[src/rtl/uart_rcv_ctrl.sv]
// Receive-side control FSM for the async serial receiver: steers the external bit timer,
// samples on its rollover pulse, and holds the received word with ready/overrun/framing status.
`timescale 1ns/1ps

module uart_rcv_ctrl #(
    parameter int unsigned DATA_BITS = 8
) (
    input  logic                 clk,
    input  logic                 rst,
    input  logic                 serial_in,
    input  logic                 bit_tick,
    output logic                 timer_clear,
    output logic                 timer_enable,
    output logic                 half_sel,
    output logic [DATA_BITS-1:0] rx_data,
    output logic                 data_ready,
    input  logic                 data_read,
    output logic                 overrun_error,
    output logic                 framing_error
);

    localparam int unsigned CNT_W = $clog2(DATA_BITS + 1);

    localparam logic [2:0] ST_IDLE      = 3'd0;
    localparam logic [2:0] ST_START_CHK = 3'd1;
    localparam logic [2:0] ST_DATA      = 3'd2;
    localparam logic [2:0] ST_STOP      = 3'd3;
    localparam logic [2:0] ST_LOAD      = 3'd4;

    logic [2:0]           state_q, state_d;
    logic                 sync1_q, sync1_d;
    logic                 sync2_q, sync2_d;
    logic                 s_prev_q, s_prev_d;
    logic [DATA_BITS-1:0] shift_q, shift_d;
    logic [CNT_W-1:0]     bit_cnt_q, bit_cnt_d;
    logic [DATA_BITS-1:0] rx_data_q, rx_data_d;
    logic                 data_ready_q, data_ready_d;
    logic                 overrun_q, overrun_d;
    logic                 framing_q, framing_d;
    logic                 clr_pulse_q, clr_pulse_d;
    logic                 s_in;

    assign s_in = sync2_q;

    always_comb begin
        sync1_d      = serial_in;
        sync2_d      = sync1_q;
        s_prev_d     = sync2_q;
        state_d      = state_q;
        shift_d      = shift_q;
        bit_cnt_d    = bit_cnt_q;
        rx_data_d    = rx_data_q;
        data_ready_d = data_ready_q;
        overrun_d    = overrun_q;
        framing_d    = framing_q;
        clr_pulse_d  = 1'b0;

        if (data_read) begin
            data_ready_d = 1'b0;
            overrun_d    = 1'b0;
        end

        case (state_q)
            ST_IDLE: begin
                if (s_prev_q && !s_in) begin
                    state_d   = ST_START_CHK;
                    framing_d = 1'b0;
                end
            end
            ST_START_CHK: begin
                if (bit_tick) begin
                    if (!s_in) begin
                        state_d     = ST_DATA;
                        bit_cnt_d   = '0;
                        // Restart the full-period count from mid-start-bit.
                        clr_pulse_d = 1'b1;
                    end else begin
                        state_d = ST_IDLE;
                    end
                end
            end
            ST_DATA: begin
                if (bit_tick) begin
                    shift_d   = {s_in, shift_q[DATA_BITS-1:1]};
                    bit_cnt_d = bit_cnt_q + CNT_W'(1);
                    if (bit_cnt_q == CNT_W'(DATA_BITS - 1)) begin
                        state_d = ST_STOP;
                    end
                end
            end
            ST_STOP: begin
                if (bit_tick) begin
                    if (s_in) begin
                        state_d = ST_LOAD;
                    end else begin
                        state_d   = ST_IDLE;
                        framing_d = 1'b1;
                    end
                end
            end
            ST_LOAD: begin
                rx_data_d    = shift_q;
                data_ready_d = 1'b1;
                if (data_ready_q && !data_read) begin
                    overrun_d = 1'b1;
                end
                state_d = ST_IDLE;
            end
            default: state_d = ST_IDLE;
        endcase
    end

    always_ff @(posedge clk) begin
        if (rst) begin
            state_q      <= ST_IDLE;
            sync1_q      <= 1'b1;
            sync2_q      <= 1'b1;
            s_prev_q     <= 1'b1;
            shift_q      <= '0;
            bit_cnt_q    <= '0;
            rx_data_q    <= '0;
            data_ready_q <= 1'b0;
            overrun_q    <= 1'b0;
            framing_q    <= 1'b0;
            clr_pulse_q  <= 1'b0;
        end else begin
            state_q      <= state_d;
            sync1_q      <= sync1_d;
            sync2_q      <= sync2_d;
            s_prev_q     <= s_prev_d;
            shift_q      <= shift_d;
            bit_cnt_q    <= bit_cnt_d;
            rx_data_q    <= rx_data_d;
            data_ready_q <= data_ready_d;
            overrun_q    <= overrun_d;
            framing_q    <= framing_d;
            clr_pulse_q  <= clr_pulse_d;
        end
    end

    assign timer_clear   = (state_q == ST_IDLE) || (state_q == ST_LOAD) || clr_pulse_q;
    assign timer_enable  = (state_q == ST_START_CHK) || (state_q == ST_DATA) || (state_q == ST_STOP);
    assign half_sel      = (state_q == ST_IDLE) || (state_q == ST_START_CHK) || (state_q == ST_LOAD);
    assign rx_data       = rx_data_q;
    assign data_ready    = data_ready_q;
    assign overrun_error = overrun_q;
    assign framing_error = framing_q;

endmodule

[config.mk]
export PLATFORM = sky130hd
export DESIGN_NAME = uart_rcv_ctrl
export DESIGN_NICKNAME = d
export VERILOG_FILES = /design/src/rtl/uart_rcv_ctrl.sv
export SDC_FILE = /design/constraint.sdc
export NUM_CORES = 1
export LEC_CHECK = 0
export BUFFER_PORTS_ARGS = -buffer_cell sky130_fd_sc_hd__buf_4
export CAP_MARGIN = 20
export CORE_MARGIN = 2
export CORE_UTILIZATION = 48
export DETAILED_ROUTE_END_ITERATION = 6
export PLACE_DENSITY = 0.69
export SYNTH_ARGS = -nofsm -noshare
export SYNTH_HDL_FRONTEND = slang
export SYNTH_SLANG_ARGS = --single-unit
[constraint.sdc]
create_clock -name clk -period 3.6 [get_ports clk]
set_clock_uncertainty 0.05 [all_clocks]
set_input_delay 0.72 -clock clk [delete_from_list [all_inputs] [get_ports clk]]
set_output_delay 0.72 -clock clk [all_outputs]
set_load 0.02 [all_outputs]
==> impl_metrics.env, run 1 <==
export IMPL_result_of_the_run="finished, final reports clean"
export IMPL_final_layout_size_suffix_gt1_share_pct=24.09
export IMPL_post_synth_main_area_contributors="sky130_fd_sc_hd__dfxtp_1 (50%), sky130_fd_sc_hd__mux2i_1 (14%), sky130_fd_sc_hd__nor2_1 (6.5%)"
export IMPL_routed_via_count=884
export IMPL_max_freq_mhz=444.5
export IMPL_synthXorXnorAreaFrac_pct=0
export IMPL_hold_buffers=0
export IMPL_gr_max_usage_layer="met2"
export IMPL_synth_sequential_area_ratio_pct=49.84
export IMPL_post_route_drc_count=0
export IMPL_htree_levels=2
export IMPL_grt_util_met2_pct=23.58
export IMPL_pwr_share_comb_pct=5.7
export IMPL_fraction_of_synthesized_cell_area_taken_by_the_top_area_cell_type_pct=49.84
export IMPL_yosys_cell_types_count=34
export IMPL_adder_cell_share_of_the_synthesized_area_pct=1.038
export IMPL_area_growth_syn_to_layout_pct=15.26
export IMPL_antenna_violations_before_repair=0
export IMPL_power_sequential_fraction_pct=57.9
export IMPL_initial_utilization_pct=49.54
export IMPL_setup_worst_path_end_class="output port"
export IMPL_grt_pass1_vias=713
export IMPL_wire_length_of_the_first_global_routing_pass_um=3208
export IMPL_cp_required_ns=2.83
export IMPL_io_buffer_count=18
export IMPL_sw_frac_of_total_pct=24.32
export IMPL_muxShareOfSynthArea_pct=15.06
export IMPL_mappedNetlistArea_sq_mm=0.001205
export IMPL_post_cts_resize_count=0
export IMPL_setup_violations=0
export IMPL_p_leak_nw=0.5285
export IMPL_cap_violations=0
export IMPL_worst_ep_arrival_time_ns=1.48
export IMPL_timing_hold_ws_ns=0.3864
export IMPL_wl_per_cell_um=12.40
export IMPL_cpPeakStageDelay_ns=0.56
export IMPL_drt_iter0_markers=25
export IMPL_grt_setup_unrepaired="no"
export IMPL_drt_pass1_iter_count=4
export IMPL_dp_hpwl_um=1328
export IMPL_cts_tree="done"
export IMPL_clock_pin_transition_on_the_worst_setup_and_hold_timing_paths_ns=0.10
export IMPL_synth_yosys_warnings=0
export IMPL_post_cts_setup_buffers=0
export IMPL_floorplan_die_height_um=54.10
export IMPL_path_type_of_the_worst_setup_path="reg -> out"
export IMPL_syn_avg_cell_area_sq_um=10.13
export IMPL_globalRouteMet3Util_pct=5.833
export IMPL_timing_critical_path_cells="nor2_1 -> or2_2 -> buf_4"
export IMPL_synthesis_nets=125
export IMPL_place_gp_congestion=0.6827
export IMPL_place_ws_ns=1.710
export IMPL_clock_latency_ns=0.33
export IMPL_cts_root_buf="sky130_fd_sc_hd__clkbuf_4"
export IMPL_timing_hold_violations_final=0
export IMPL_postRouteWirelength_um=2071
export IMPL_pd_cells_mw_per_mm2=423.1
export IMPL_synthesized_area_fraction_occupied_by_and_or_nand_nor_cells_pct=19.42
export IMPL_cts_sinks=30
export IMPL_core_area_sq_mm=0.002432
export IMPL_setup_tns_ns=0
export IMPL_clock_path_buffers=2
export IMPL_timing_critical_path_buf_inv=1
export IMPL_antenna_violation_net_count_after_detailed_routing=0
export IMPL_worst_rel_slew_slack_pct=37.01
export IMPL_cp_start_kind="register"
export IMPL_final_worst_path_cycle_share_pct=62.49
export IMPL_globalRoute_totalOverflow=0
export IMPL_power_frac_clock_pct=36.4
export IMPL_final_period_minus_worst_setup_slack_ns=2.250
export IMPL_worstHoldPathType="reg -> reg"
export IMPL_critPathTopFamily="flip-flops"
export IMPL_p_int_w=0.0004447
export IMPL_die_area_sq_mm=0.002927
export IMPL_worstPathMaxFanout=13
export IMPL_vdd_drop_max_uv=302.5
export IMPL_die_w_um=54.10
export IMPL_ffs_latches_synth=30
export IMPL_grtUsageTotal_pct=16.00
export IMPL_actual_transition_at_the_worst_max_transition_pin_ns=0.9407
export IMPL_synth_top_family_by_area="simple AND/OR/NAND/NOR gates"
export IMPL_numCtsBuffers=5
export IMPL_synth_compound_area_share_pct=8.930
export IMPL_post_drt_via_cell_ratio=5.293
export IMPL_synthCells=119
export IMPL_num_io_pins=19
export IMPL_met1_track_demand_over_resource_in_global_routing_pct=19.66
export IMPL_rows=18
export IMPL_report_final_slew_viol_count=0
export IMPL_synth_top_area_cell="sky130_fd_sc_hd__dfxtp_1"
export IMPL_critical_path_slowest_cell="sky130_fd_sc_hd__dfxtp_1"
export IMPL_grt_start_max_net_pins=32
export IMPL_power_switching_w=0.0001429
export IMPL_layout_nets=142
export IMPL_diodes=0
export IMPL_post_route_worst_setup_slack_ns=1.350
==> power groups by stage <==
stage / clock network, W / registers [W] / logic (W)
final: 0.000214 / 0.000340 / 0.0000336
after global routing: 0.000234 / 0.000342 / 0.0000369
after CTS: 0.000217 / 0.000340 / 0.0000340
after floorplan: 0 / 0.000344 / 0.0000267
after global placement: 0 / 0.000348 / 0.0000337
after detailed placement: 0 / 0.000348 / 0.0000339
==> worst reg2reg max path, stage by stage (launching register included) <==
cell and delay (ns):
sky130_fd_sc_hd__dfxtp_1 0.51, sky130_fd_sc_hd__nor3b_2 0.83, sky130_fd_sc_hd__mux2i_1 0.28, sky130_fd_sc_hd__nor2_1 0.06
==> metal layers <==
metal | vias to the layer above | wire, um
met5 | - | 0
met4 | 0 | 51
met3 | 7 | 106
met2 | 24 | 925
met1 | 407 | 988
li1 | 446 | -
==> cell families (layout without fill, tap and decap cells) <==
kind of cell / after synthesis / after routing
AND/OR/NAND/NOR: 44 / 44
flip-flops: 30 / 30
multiplexers: 18 / 18
AO/OA/AOI/OAI: 15 / 15
buffers and inverters: 11 / 29
adder cells (fa/ha/maj): 1 / 1
==> Yosys cell counts (all sizes together) <==
cell and instances:
o21ai 2, nand2 2, or3b 1, nor4 1
inv 3, and4bb 1, or2 5, a211oi 1
a311oi 3, nand3 1, mux2 1, nor3 2
nand4 1, a2111oi 1, clkbuf 3, nand2b 2
mux2i 17, ha 1, a41oi 1, nand3b 2
buf 5, a21boi 1, nor2 21, nor2b 2
a21oi 5, nor3b 1, and4 1, or4 1
dfxtp 30, o21a 1
==> through the flow <==
stage	util, %	cells	power [W]	instance area, sq um
2_1_floorplan	-	119	0.0003706	1205
3_3_place_gp	54.48	159	0.0003812	1325
4_1_cts	57.10	167	0.0005913	1389
3_5_place_dp	54.48	159	0.0003818	1325
5_1_grt	57.10	167	0.0006126	1389
6_report	57.10	167	0.0005876	1389
==> cell usage in the layout, fill, tap and decap left out, drive strengths merged, types with 2 or more instances in the layout <==
cell    instances
dfxtp          30
nand2           2
nand2b          2
or2             5
a21oi           5
clkbuf          6
a311oi          3
nor2           21
nor2b           2
inv             3
nor3            2
o21ai           2
nand3b          2
buf            18
mux2i          17
==> final timing paths <==
| check | slack (ns) | endpoint | start | depth (start not counted) |
|---|---|---|---|---|
| hold reg to reg | 0.39 | s_in | sync1_q | 1 |
| setup reg to reg | 1.78 | rx_data[5] | state_q[2] | 3 |
| setup / recovery | 1.35 | timer_clear | state_q[1] | 3 |
| hold / removal | 0.39 | s_in | sync1_q | 1 |
==> registers in the layout (all words and copies together), names as in the netlist <==
signal / count
state_q: 3
clr_pulse_q: 1
shift_q: 8
s_prev_q: 1
bit_cnt_q: 4
rx_data: 8
sync1_q: 1
framing_error: 1
overrun_error: 1
s_in: 1
data_ready: 1
==> final cells by class <==
class                      instances  area, sq um
fill                             216         1044
sequential                        30        600.6
multi-input combinational         78        540.5
timing repair buffer              18        135.1
clock buffer                       6        51.30
tap                               30        37.54
clock inverter                     2        12.51
inverter                           3        11.26
Power figures use the tool's default switching activity.
==> run 2, diff against run 1 <==
--- a/config.mk
+++ b/config.mk
@@ -5,6 +5,7 @@
 export SDC_FILE = /design/constraint.sdc
 export NUM_CORES = 1
 export LEC_CHECK = 0
+export ABC_AREA = 1
 export BUFFER_PORTS_ARGS = -buffer_cell sky130_fd_sc_hd__buf_4
 export CAP_MARGIN = 20
 export CORE_MARGIN = 2
==> constraint.sdc (replaced) <==
create_clock -name clk -period 2.3 [get_ports clk]
set_clock_uncertainty 0.05 [all_clocks]
set_input_delay 0.46 -clock clk [delete_from_list [all_inputs] [get_ports clk]]
set_output_delay 0.46 -clock clk [all_outputs]
set_load 0.02 [all_outputs]
==> impl_metrics.env, run 2 <==
export IMPL_yosys_cell_types_count=19
export IMPL_worst_case_register_to_register_setup_slack_ns=1.03
export IMPL_clock_pin_transition_on_the_worst_setup_and_hold_timing_paths_ns=0.09
export IMPL_die_area_sq_mm=0.002893
export IMPL_wl_per_cell_um=10.49
export IMPL_critical_r2r_launch="state_q[1]"
export IMPL_wire_length_of_the_first_global_routing_pass_um=3498
export IMPL_worstPathMaxFanout=6
export IMPL_worstSetupStartpoint="state_q[1]"
export IMPL_post_synth_most_frequent_cells="sky130_fd_sc_hd__dfxtp_1 (30), sky130_fd_sc_hd__nand2_1 (30), sky130_fd_sc_hd__a21oi_1 (20), sky130_fd_sc_hd__inv_1 (16), sky130_fd_sc_hd__nor2_1 (16)"
export IMPL_num_fill_cells=236
export IMPL_floorplan_die_height_um=53.79
export IMPL_initial_utilization_pct=49.38
export IMPL_post_route_drc_count=0
export IMPL_setup_violations=0
export IMPL_globalRoute_totalOverflow=0
export IMPL_postSynth_topFlopCell="sky130_fd_sc_hd__dfxtp_1"
export IMPL_grt_pass1_vias=822
export IMPL_synthCells=156
export IMPL_worstHoldPathType="in -> reg"
export IMPL_htree_levels=2
export IMPL_grt_setup_unrepaired="no"
export IMPL_grtUsageTotal_pct=18.18
export IMPL_antenna_violations_before_repair=0
export IMPL_num_io_pins=19
export IMPL_final_layout_size_suffix_gt1_share_pct=20.79
export IMPL_actual_transition_at_the_worst_max_transition_pin_ns=0.4734
export IMPL_layout_core_utilization_pct=59.92
export IMPL_place_gp_congestion=0.7814
export IMPL_fraction_of_synthesized_cell_area_taken_by_the_top_area_cell_type_pct=50.47
export IMPL_setup_worst_path_end_class="output port"
export IMPL_drt_pass1_iter_count=4
export IMPL_cp_start_kind="register"
export IMPL_syn_avg_cell_area_sq_um=7.628
export IMPL_clock_latency_ns=0.34
export IMPL_drt_iter0_markers=12
export IMPL_synth_sequential_area_ratio_pct=50.47
export IMPL_cts_root_buf="sky130_fd_sc_hd__clkbuf_4"
export IMPL_post_cts_resize_count=0
export IMPL_mostFrequentLayoutCells="sky130_fd_sc_hd__nand2_1 (30), sky130_fd_sc_hd__dfxtp_1 (30), sky130_fd_sc_hd__a21oi_1 (20), sky130_fd_sc_hd__buf_4 (18)"
export IMPL_placed_cell_area_sq_mm=0.001333
export IMPL_gr_max_usage_layer="met2"
export IMPL_post_synth_main_area_contributors="sky130_fd_sc_hd__dfxtp_1 (50%), sky130_fd_sc_hd__nand2_1 (9.5%), sky130_fd_sc_hd__a21oi_1 (8.4%)"
export IMPL_max_freq_mhz=553.5
export IMPL_synthesis_nets=162
export IMPL_layoutNonFillerInstCount=208
export IMPL_result_of_the_run="finished, final reports clean"
export IMPL_post_drt_via_cell_ratio=4.817
export IMPL_layout_nets=183
export IMPL_hold_buffers=0
export IMPL_post_cts_setup_buffers=0
export IMPL_async_reset_ff_share_pct=0
export IMPL_synth_yosys_warnings=0
export IMPL_p_leak_nw=0.6492
export IMPL_globalRouteMet3Util_pct=9.167
export IMPL_worst_rel_slew_slack_pct=68.40
export IMPL_clock_path_buffers=2
export IMPL_ffs_latches_synth=30
export IMPL_cts_sinks=30
export IMPL_setup_tns_ns=0
export IMPL_antenna_violation_net_count_after_detailed_routing=0
export IMPL_timing_reg2reg_worst_path_depth=5
export IMPL_path_type_of_the_worst_setup_path="reg -> out"
export IMPL_met1_track_demand_over_resource_in_global_routing_pct=22.88
export IMPL_rows=18
export IMPL_cp_required_ns=1.79
export IMPL_report_final_slew_viol_count=0
export IMPL_area_growth_syn_to_layout_pct=21.35
export IMPL_vdd_drop_max_uv=800.4
export IMPL_timing_hold_violations_final=0
export IMPL_worst_ep_arrival_time_ns=1.30
export IMPL_io_buffer_count=18
export IMPL_mappedNetlistArea_sq_mm=0.001190
export IMPL_pd_cells_mw_per_mm2=1095
export IMPL_dp_hpwl_um=1518
export IMPL_place_inst=200
export IMPL_grt_util_met2_pct=24.19
export IMPL_cap_violations=0
export IMPL_cts_tree="done"
export IMPL_synth_edff_count=0
export IMPL_final_period_minus_worst_setup_slack_ns=1.807
export IMPL_crit_reg2reg_capture="rx_data[1]"
export IMPL_core_area_sq_mm=0.002410
export IMPL_die_w_um=53.79
export IMPL_critPathCapture="timer_clear"
export IMPL_numCtsBuffers=5
export IMPL_diodes=0
export IMPL_grt_start_max_net_pins=20
export IMPL_postRouteWirelength_um=2181
export IMPL_routed_via_count=1002
export IMPL_postLayoutCellArea_sq_mm=0.001444
export IMPL_final_worst_path_cycle_share_pct=78.55
export IMPL_synth_top_area_cell="sky130_fd_sc_hd__dfxtp_1"
[run 2: cell types whose count changed in the layout (fill, tap and decap cells not counted), sizes merged, moves of 2 or more]
cell	before	now
nor2b	2	0
bufinv	0	2
o21ai	2	18
nand3	1	8
a311oi	3	0
or2	5	3
nand2	2	32
a21oi	5	20
nand3b	2	0
mux2i	17	0
nor2	21	18
inv	3	19
nand2b	2	0
[run 2: stage by stage]
| stage | total power, W | hold WS (ns) | setup WS [ns] |
|---|---|---|---|
| 6_report | 0.001581 | 0.2573 | 0.4932 |
| 3_5_place_dp | 0.001033 | 0.3484 | 0.8551 |
| 2_1_floorplan | 0.0009208 | 0.3395 | 0.9932 |
| 3_3_place_gp | 0.001023 | 0.3457 | 0.8745 |
| 4_1_cts | 0.001591 | 0.2535 | 0.4861 |
| 5_1_grt | 0.001677 | 0.2471 | 0.4226 |
[run 2: report_power, final]
group          internal (W)  switching (W)  total (W)  leakage (nW)
combinational      0.000151       0.000259   0.000410         0.347
clock              0.000368       0.000190   0.000559        0.0585
sequential         0.000572      0.0000400   0.000612         0.243
total               0.00109       0.000490    0.00158         0.649
[run 2: worst min path at each step]
stage	end	startpoint	cells past startpoint	slack (ns)
finish	sync1_q	serial_in	2	0.26
global route	sync1_q	serial_in	2	0.25
CTS	sync1_q	serial_in	2	0.25
detailed placement	s_in	sync1_q	1	0.35
global placement	s_in	sync1_q	1	0.35
floorplan	s_in	sync1_q	1	0.34
[run 2: cell type report]
type / instances / area, sq um / area share [%]
clock inverter: 2 / 60.06 / 4.159
sequential: 30 / 600.6 / 41.59
timing repair buffer: 18 / 135.1 / 9.359
multi-input combinational: 103 / 488.0 / 33.80
tap: 30 / 37.54 / 2.600
inverter: 19 / 71.32 / 4.939
clock buffer: 6 / 51.30 / 3.553
[run 2: worst max-delay path, stage by stage, from the launching register on]
cell and delay [ns]:
sky130_fd_sc_hd__dfxtp_1 0.43, sky130_fd_sc_hd__nor2_2 0.10, sky130_fd_sc_hd__or2_2 0.28, sky130_fd_sc_hd__buf_4 0.16
[run 2: cells by family (layout without fill, tap and decap cells)]
kind of cell / Yosys count / in the layout / share of synthesized area, %
flops: 30 / 30 / 50.47
buf+inv: 23 / 45 / 8.518
simple gates: 63 / 63 / 23.24
fa+ha+maj: 1 / 1 / 1.051
compound gates: 39 / 39 / 16.72
[run 2: metal layers]
layer	vias to the layer above	wire length (um)
met5	-	0
met4	0	60
met3	5	112
met2	15	915
met1	439	1093
li1	543	-
==> run 3, diff against run 2 <==
--- a/config.mk
+++ b/config.mk
@@ -5,7 +5,7 @@
 export SDC_FILE = /design/constraint.sdc
 export NUM_CORES = 1
 export LEC_CHECK = 0
-export ABC_AREA = 1
+export ABC_AREA = 0
 export BUFFER_PORTS_ARGS = -buffer_cell sky130_fd_sc_hd__buf_4
 export CAP_MARGIN = 20
 export CORE_MARGIN = 2
==> constraint.sdc (replaced) <==
create_clock -name clk -period 1.8 [get_ports clk]
set_clock_uncertainty 0.05 [all_clocks]
set_input_delay 0.36 -clock clk [delete_from_list [all_inputs] [get_ports clk]]
set_output_delay 0.36 -clock clk [all_outputs]
set_load 0.02 [all_outputs]
==> impl_metrics.env, run 3 (synthesized netlist as in run 1, its figures left out) <==
export IMPL_result_of_the_run="finished, final reports clean"
export IMPL_setup_worst_path_end_class="output port"
export IMPL_floorplan_die_height_um=54.10
export IMPL_p_leak_nw=0.5407
export IMPL_antenna_violations_before_repair=0
export IMPL_num_io_pins=19
export IMPL_initial_utilization_pct=49.54
export IMPL_clock_path_buffers=2
export IMPL_cts_sinks=30
export IMPL_grtUsageTotal_pct=16.48
export IMPL_grt_pass1_vias=759
export IMPL_final_worst_path_cycle_share_pct=95.83
export IMPL_io_buffer_count=18
export IMPL_worstHoldPathType="in -> reg"
export IMPL_final_layout_size_suffix_gt1_share_pct=26.62
export IMPL_actual_transition_at_the_worst_max_transition_pin_ns=0.3012
export IMPL_drt_iter0_markers=9
export IMPL_routed_via_count=877
export IMPL_setup_tns_ns=0
export IMPL_post_cts_setup_buffers=0
export IMPL_place_inst=161
export IMPL_cp_required_ns=1.39
export IMPL_diodes=0
export IMPL_worst_ep_arrival_time_ns=1.31
export IMPL_postLayoutCellArea_sq_mm=0.001409
export IMPL_layout_nets=144
export IMPL_report_final_slew_viol_count=0
export IMPL_area_growth_syn_to_layout_pct=16.93
export IMPL_die_w_um=54.10
export IMPL_place_gp_congestion=0.7208
export IMPL_final_period_minus_worst_setup_slack_ns=1.725
export IMPL_timing_hold_ws_ns=0.1363
export IMPL_htree_levels=2
export IMPL_pd_cells_mw_per_mm2=833.2
export IMPL_numCtsBuffers=5
export IMPL_antenna_violation_net_count_after_detailed_routing=0
export IMPL_wl_per_cell_um=11.99
export IMPL_finalPower_w=0.001174
export IMPL_num_fill_cells=228
export IMPL_drt_pass1_iter_count=4
export IMPL_post_route_drc_count=0
export IMPL_layoutNonFillerInstCount=169
export IMPL_globalRoute_totalOverflow=0
export IMPL_worstPathMaxFanout=12
export IMPL_cap_violations=0
export IMPL_postRouteWirelength_um=2027
export IMPL_cts_root_buf="sky130_fd_sc_hd__clkbuf_4"
export IMPL_mostFrequentLayoutCells="sky130_fd_sc_hd__dfxtp_1 (28), sky130_fd_sc_hd__nor2_1 (21), sky130_fd_sc_hd__buf_4 (20), sky130_fd_sc_hd__mux2i_1 (17)"
export IMPL_grt_setup_unrepaired="no"
export IMPL_grt_start_max_net_pins=32
export IMPL_rows=18
export IMPL_clock_pin_transition_on_the_worst_setup_and_hold_timing_paths_ns=0.10
export IMPL_post_drt_via_cell_ratio=5.189
export IMPL_core_area_sq_mm=0.002432
export IMPL_clock_latency_ns=0.33
export IMPL_path_type_of_the_worst_setup_path="reg -> out"
export IMPL_dp_hpwl_um=1402
export IMPL_placed_cell_area_sq_mm=0.001340
export IMPL_cp_start_kind="register"
export IMPL_die_area_sq_mm=0.002927
export IMPL_layout_commonest_cell="sky130_fd_sc_hd__dfxtp_1"
export IMPL_vdd_drop_max_uv=701.3
export IMPL_max_freq_mhz=579.7
export IMPL_timing_hold_violations_final=0
export IMPL_wire_length_of_the_first_global_routing_pass_um=3277
export IMPL_setup_violations=0
export IMPL_worst_rel_slew_slack_pct=79.40
export IMPL_cts_tree="done"
-- run 3: cell types whose count changed in the layout (fill, tap and decap cells not counted), sizes merged, moves of 3 or more --
cell	before	now
nand3	8	1
a21oi	20	5
o21ai	18	2
a311oi	0	3
mux2i	0	17
nand2	32	2
nor2	18	21
inv	19	3
-- run 3: worst paths after layout --
path,start,end,slack [ns],depth (start not counted)
worst max-delay path,state_q[0],timer_clear,0.08,3
worst min-delay path,data_read,overrun_error,0.14,2
worst max register to register,state_q[0],bit_cnt_q[2],0.36,3
worst min register to register,sync1_q,s_in,0.36,1
-- run 3: layout make-up --
type                    count  area (sq um)  area share [%]
repair buffers             20         150.1           10.66
inverters                   3         11.26          0.7993
clock buffers               6         51.30           3.641
multi-input cells          78         540.5           38.37
flip-flops and latches     30         605.6           42.98
clock inverters             2         12.51          0.8881
well taps                  30         37.54           2.664
-- run 3: metrics by stage --
stage	worst slack, ns	util, %
finish	0.07506	57.92
CTS	0.01885	57.82
detailed placement	0.2343	55.09
global route	0.01104	57.92
floorplan	0.4073	-
global placement	0.2999	55.09
-- run 3: timing repair --
item | in CTS | in global routing
gates cloned | 0 | 0
resized for setup | 2 | 1
hold buffers | 0 | 0
setup endpoints to repair | 1 | 1
-- run 3: report_power, final --
group          switching [W]  internal [W]
combinational      0.0000351     0.0000323
clock               0.000239      0.000187
sequential         0.0000113      0.000669
total               0.000285      0.000889
-- run 3: routing by layer --
layer  global-route usage, %  wire, um
met5                       0         0
met4                   12.50        48
met3                   5.833        80
met2                   23.78       916
met1                   19.90       981
-- run 3: critical path, stage by stage (launching register included) --
cell and delay (ns):
sky130_fd_sc_hd__dfxtp_2 0.44, sky130_fd_sc_hd__nor2_1 0.11, sky130_fd_sc_hd__or2_2 0.28, sky130_fd_sc_hd__buf_4 0.16
